$ cat config.mk
export PLATFORM = sky130hd
export DESIGN_NAME = bm_dl_16_4_seq_encoder_flat
export DESIGN_NICKNAME = d
export VERILOG_FILES = /design/src/rtl/bm_dl_16_4_seq_encoder_pkg.sv /design/src/rtl/bm_dl_16_4_seq_encoder_if.sv /design/src/rtl/bm_dl_16_4_seq_encoder_lsb_find16.sv /design/src/rtl/bm_dl_16_4_seq_encoder.sv /design/src/flat_wrapper.sv
export SDC_FILE = /design/constraint.sdc
export NUM_CORES = 1
export LEC_CHECK = 0
export BUFFER_PORTS_ARGS = -buffer_cell sky130_fd_sc_hd__clkbuf_2
export CAP_MARGIN = 25
export CORE_MARGIN = 8
export CORE_UTILIZATION = 47
export DETAILED_ROUTE_END_ITERATION = 6
export PLACE_DENSITY = 0.74
export RECOVER_POWER = 25
export SLEW_MARGIN = 20
export SYNTH_ARGS = -nofsm -noshare
export SYNTH_HDL_FRONTEND = slang
export SYNTH_HIERARCHICAL = 1
export SYNTH_SLANG_ARGS = --single-unit
$ cat constraint.sdc
create_clock -name clock -period 1.6 [get_ports clock]
set_input_delay 0 -clock clock [delete_from_list [all_inputs] [get_ports clock]]
set_output_delay 0 -clock clock [all_outputs]
set_load 0.005 [all_outputs]
$ cat src/rtl/bm_dl_16_4_seq_encoder_pkg.sv
// bm_dl_16_4_seq_encoder_pkg: shared widths, state encoding and mask helpers
package bm_dl_16_4_seq_encoder_pkg;
    localparam int VEC_W  = 16;
    localparam int CODE_W = 4;
    typedef logic [VEC_W-1:0]  vec_t;
    typedef logic [CODE_W-1:0] code_t;
    localparam code_t ZERO_CODE = '0;
    typedef enum logic {IDLE, EMIT} state_t;
    // Y is declared [0:15]; map Y[i] onto mask bit i so code i tracks request i
    function automatic vec_t to_mask(input logic [0:VEC_W-1] y);
        vec_t r;
        for (int i = 0; i < VEC_W; i++) r[i] = y[i];
        return r;
    endfunction
    function automatic vec_t onehot(input code_t c);
        vec_t r;
        r = '0;
        r[c] = 1'b1;
        return r;
    endfunction
endpackage

$ cat src/rtl/bm_dl_16_4_seq_encoder_if.sv
// bm_dl_16_4_seq_encoder_if: request-vector in / code-beat out handshake bundle
interface bm_dl_16_4_seq_encoder_if;
    import bm_dl_16_4_seq_encoder_pkg::*;
    logic [0:VEC_W-1] Y;
    logic             in_valid;
    logic             in_ready;
    code_t            W;
    logic             En;
    logic             out_valid;
    logic             out_ready;
    logic             last;
    modport master (output Y, in_valid, out_ready, input in_ready, W, En, out_valid, last);
    modport slave  (input Y, in_valid, out_ready, output in_ready, W, En, out_valid, last);
endinterface

$ cat src/rtl/bm_dl_16_4_seq_encoder_lsb_find16.sv
// lsb_find16: combinational lowest-set-bit index of a 16-bit vector plus any-set flag
module lsb_find16
    import bm_dl_16_4_seq_encoder_pkg::*;
(
    input  vec_t  vec,
    output code_t idx,
    output logic  any
);
    // scan from the top so the lowest set bit is the final winner
    always_comb begin
        idx = ZERO_CODE;
        for (int i = VEC_W - 1; i >= 0; i--) if (vec[i]) idx = code_t'(i);
        any = |vec;
    end
endmodule

$ cat src/rtl/bm_dl_16_4_seq_encoder.sv
// bm_dl_16_4_seq_encoder: serialises a 16-bit request vector into 4-bit code beats; BM_DL_SEQ_ENCODER_DRAIN_EN emits every set bit, otherwise only the lowest
module bm_dl_16_4_seq_encoder
    import bm_dl_16_4_seq_encoder_pkg::*;
(
    input logic                          clock,
    input logic                          resetn,
    bm_dl_16_4_seq_encoder_if.slave      bus
);
    state_t state, state_nxt;
    vec_t   mask, mask_nxt;
    code_t  w_q, w_nxt, idx;
    logic   en_q, en_nxt, last_q, last_nxt, any, emit_nxt;

    // outputs are computed from the next mask so they can be registered alongside it
    lsb_find16 u_find (.vec(mask_nxt), .idx(idx), .any(any));

    // state, mask and output registers
    always_ff @(posedge clock) begin
        if (!resetn) begin
            state  <= IDLE;
            mask   <= '0;
            w_q    <= ZERO_CODE;
            en_q   <= 1'b0;
            last_q <= 1'b0;
        end else begin
            state  <= state_nxt;
            mask   <= mask_nxt;
            w_q    <= w_nxt;
            en_q   <= en_nxt;
            last_q <= last_nxt;
        end
    end

    // next state and remaining mask: capture in IDLE, retire the emitted bit on handshake
    always_comb begin
        state_nxt = state;
        mask_nxt  = mask;
        if (state == IDLE) begin
            if (bus.in_valid) begin
                state_nxt = EMIT;
                mask_nxt  = to_mask(bus.Y);
            end
        end else if (bus.out_ready) begin
`ifdef BM_DL_SEQ_ENCODER_DRAIN_EN
            mask_nxt  = mask & ~onehot(w_q);
            state_nxt = last_q ? IDLE : EMIT;
`else
            mask_nxt  = '0;
            state_nxt = IDLE;
`endif
        end
    end

    // next beat contents; idle outputs sit at their reset values
    always_comb begin
        emit_nxt = state_nxt == EMIT;
        w_nxt    = emit_nxt ? idx : ZERO_CODE;
        en_nxt   = emit_nxt & any;
`ifdef BM_DL_SEQ_ENCODER_DRAIN_EN
        last_nxt = emit_nxt & ((mask_nxt & ~onehot(idx)) == '0);
`else
        last_nxt = emit_nxt;
`endif
    end

    assign bus.in_ready  = state == IDLE;
    assign bus.out_valid = state == EMIT;
    assign bus.W         = w_q;
    assign bus.En        = en_q;
    assign bus.last      = last_q;
endmodule

$ cat src/flat_wrapper.sv
// flat-port wrapper written by rule: the top's interface ports become plain ports
module bm_dl_16_4_seq_encoder_flat import bm_dl_16_4_seq_encoder_pkg::*;
  (clock, resetn, bus_Y, bus_in_valid, bus_out_ready, bus_in_ready, bus_W, bus_En, bus_out_valid, bus_last);
  bm_dl_16_4_seq_encoder_if bus_i ();
  input logic clock;
  input logic resetn;
  input wire logic [$bits(bus_i.Y)-1:0] bus_Y;
  input wire logic [$bits(bus_i.in_valid)-1:0] bus_in_valid;
  input wire logic [$bits(bus_i.out_ready)-1:0] bus_out_ready;
  output wire logic [$bits(bus_i.in_ready)-1:0] bus_in_ready;
  output wire logic [$bits(bus_i.W)-1:0] bus_W;
  output wire logic [$bits(bus_i.En)-1:0] bus_En;
  output wire logic [$bits(bus_i.out_valid)-1:0] bus_out_valid;
  output wire logic [$bits(bus_i.last)-1:0] bus_last;
  assign bus_i.Y = bus_Y;
  assign bus_i.in_valid = bus_in_valid;
  assign bus_i.out_ready = bus_out_ready;
  assign bus_in_ready = bus_i.in_ready;
  assign bus_W = bus_i.W;
  assign bus_En = bus_i.En;
  assign bus_out_valid = bus_i.out_valid;
  assign bus_last = bus_i.last;
  bm_dl_16_4_seq_encoder u_core (.clock(clock), .resetn(resetn), .bus(bus_i));
endmodule
==> flow_results.org <==
** Clock network
- CTS built an H-tree with a depth of 1.
- TritonCTS built the clock tree.
- The tree is rooted in a sky130_fd_sc_hd__clkbuf_4.
- Clock latency reported for the late side of the worst-skew pair :: 300 ps
- Clock buffer count from CTS :: 3
- Clock-pin slew was measured on the worst setup and hold paths at around 120 ps.
- CTS Hold Bufs :: 0
- CTS sink cnt :: 22
- Counting along the longest clock path gives a buffer depth of 2.

** Logic synthesis
- Share of the yosys chip area belonging to registers :: 35.52%
- Synthesis Warnings :: 6
- Synth Instances :: 138
- Yosys cell types :: 29
- Number of flip-flops and latches in the synthesized netlist :: 22
- The number of nets handed over by synthesis was 158.
- The cell area that synthesis handed to floorplanning was 1240 um^2.
- Mapped Avg Cell Area :: 8.985 um^2

** Die
- Die outline height :: 67.37 um
- For this configuration, the core starts out at a cell density of 49.60%.
- Core area :: roughly 2500 um^2
- The die covers between 4000 and 5000 um^2.
- Width of the die :: 67.37 um
- Total number of placement rows :: 18
- For this design the top-level I/O count stands at 28.

** Run
- Max-cap violations in this run came to 0.

** Timing
- Worst Skew :: 2.552 ps
- The number of max-slew violations in the final report is 0.
- In this run the tightest slew margin relative to its limit is approximately 75%.
- Setup slack on the critical path of the routed design comes to -143.2 ps.
- For the pin with the worst max-slew slack, the measured transition is 374.4 ps.
- Setup violations remaining at the end of the flow were counted as 3.
- Post-route clock period utilization :: 108.9%
- Minimum clock period after layout :: 1743 ps
- Maximum operating frequency :: 573.7 MHz
- Total count of hold-check failures in the final report :: 0
- Setup repair after global routing could not meet its margin everywhere.

** GRT
- Largest net degree at the start of global routing :: 18
- The first global-routing pass estimated 5071 um of wire.
- Global routing consumed, over all layers together, roughly 14% of the routing resources.
- The initial antenna violation count was 0.
- Via count of the first global-routing pass :: 1158
- Grt ovf :: 0

** Critical path
- For the worst setup path, the data required time is between 1500 and 2000 ps.
- Critical Path End Type :: flip-flop
- For flop-to-flop paths, the worst setup slack is -140 ps.
- Highest fanout seen on the critical path :: 6
- Classification of the worst setup path :: flip-flop to flip-flop
- Data arrival at the endpoint of the critical path :: a little under 2000 ps
- Kind of start point of the critical path :: flip-flop

** Detailed routing
- Final antenna-violating net count :: 0
- Routed length per placed instance :: 14.48 um
- Detailed Route Iter0 Violations :: 61
- Total Routed Length :: about 3200 um
- Via count :: 1154
- After detailed routing, the number of remaining DRC violations is 0.
- For this run, the detailed router's first-pass iteration total came to 4.
- Drt via density :: 5.222

** Placement
- DP HPWL :: 2273 um
- The congestion estimate from routability-driven global placement came to 0.8721.
- Count of input and output buffers :: 27
- Cell area after placement :: 1530 um^2

** Status
- The run finished, with violations left.
- The final reports fail on negative setup slack.

** Pwr
- Pleak :: ~0.77 nW
- Dividing total power by cell area gives a power density of 751.3 nW/um^2.
- Across the VDD grid, the largest voltage drop is a little over 0.0005 V.

** Final layout
- Area growth from synthesis to layout :: 38.14%
- Antenna cell count :: 0
- In the final layout, the share of cells above drive strength 1 is 40.31%.
- Highest-count cells in the layout ignoring fill and taps :: sky130_fd_sc_hd__buf_4 (26), sky130_fd_sc_hd__clkbuf_2 (24), sky130_fd_sc_hd__and2_1 (21), sky130_fd_sc_hd__dfxtp_1 (21)
- Most frequent standard cell in the layout excluding fill and tap cells :: sky130_fd_sc_hd__buf_4
- Post-route core utilization :: 68.52%
- After routing the design area is roughly 1700 um^2.
- # nets final :: 213

** Min path
- The tightest min-delay check is of the primary input to flip-flop type.
[repair_timing]
item | 4_1_cts | 5_1_grt
setup buffers | 10 | 1
setup endpoints to repair | 5 | 5
resized for setup | 6 | 6
pin swaps | 4 | 3
[cell families (layout without fill, tap and decap cells)]
logic type	Yosys count	count (layout)	synth area share [%]
compound gates	27	27	15.34
buf+inv	13	66	6.559
flops	22	22	35.52
mux	16	16	12.92
simple gates	60	60	29.67
[report_power, final]
part	total (W)	switching (W)	leakage (nW)	internal (W)
clock network	0.000249	0.000161	0.0138	0.0000879
logic	0.000438	0.000205	0.579	0.000233
registers	0.000599	0.0000171	0.181	0.000582
[flip-flops by register name, summed over array words and instances, names as in the netlist]
signal and flops:
u_core/mask 16, u_core/bus.En 1, u_core/bus.last 1, u_core/bus.W 4
[cells in the mapped netlist (all sizes together)]
library cell  number  share of area [%]
o31ai              1               0.61
nand3              2               0.81
buf                7                4.7
nor2               8                2.6
a21oi              3                1.2
or3                1               0.50
nand3b            16                9.7
clkbuf             2               0.61
o311a              1               0.81
nor3               1               0.40
o22ai              1               0.50
nor4               2                1.5
mux2i             16                 13
nand2b             3                1.5
nand2              5                1.5
and3               1               0.50
o21ai             18                 10
and2              21                 11
dfxtp             22                 36
a31oi              2                1.0
a21boi             1               0.91
inv                4                1.2
[per-stage QoR]
stage / instances / setup TNS (ps) / setup WS [ps] / hold slack [ps] / power [W]
2_1_floorplan: 138 / -44.03 / -44.03 / 121.7 / 0.0008358
3_3_place_gp: 207 / -528.1 / -176.9 / 376.5 / 0.0009617
3_5_place_dp: 207 / -889.3 / -258.9 / 373.6 / 0.0009748
4_1_cts: 220 / -250.7 / -108.6 / 129.9 / 0.001278
5_1_grt: 221 / -613.7 / -224.9 / 143.1 / 0.001363
6_report: 221 / -307.5 / -143.2 / 129.9 / 0.001287
[critical path, cell delays in order, from the launching register on]
cell and delay, ps:
sky130_fd_sc_hd__dfxtp_4 380, sky130_fd_sc_hd__buf_12 140, sky130_fd_sc_hd__buf_12 120, sky130_fd_sc_hd__buf_6 110, sky130_fd_sc_hd__nand3b_1 80, sky130_fd_sc_hd__o21ai_2 70, sky130_fd_sc_hd__nor2_2 140, sky130_fd_sc_hd__nand2_1 90
sky130_fd_sc_hd__or3_1 380, sky130_fd_sc_hd__and2_1 140
[final timing paths]
kind	startpoint	endpoint	cells past startpoint
hold / removal	resetn	u_core/mask[10]$_SDFF_PN0_	2
setup / recovery	u_core/bus.last$_SDFF_PN0_	u_core/bus.En$_SDFF_PN0_	9
setup reg to reg	u_core/bus.last$_SDFF_PN0_	u_core/bus.En$_SDFF_PN0_	9
hold reg to reg	u_core/mask[11]$_SDFF_PN0_	u_core/mask[11]$_SDFF_PN0_	3
[cell type report]
cell class / instances / area [um^2]
fillers: 198 / 787.0
clock buffers: 3 / 22.52
well taps: 30 / 37.54
flip-flops and latches: 22 / 444.2
repair buffers: 59 / 429.2
multi-input cells: 103 / 764.5
inverters: 4 / 15.01
[routing by layer]
| metal | wire (um) | GRT usage (%) | vias up |
|---|---|---|---|
| li1 | - | - | 587 |
| met1 | 1366 | 16.00 | 536 |
| met2 | 1642 | 25.69 | 24 |
| met3 | 128 | 2.318 | 7 |
| met4 | 63 | 7.833 | 0 |
| met5 | 0 | 0 | - |
Power figures use the tool's default switching activity.
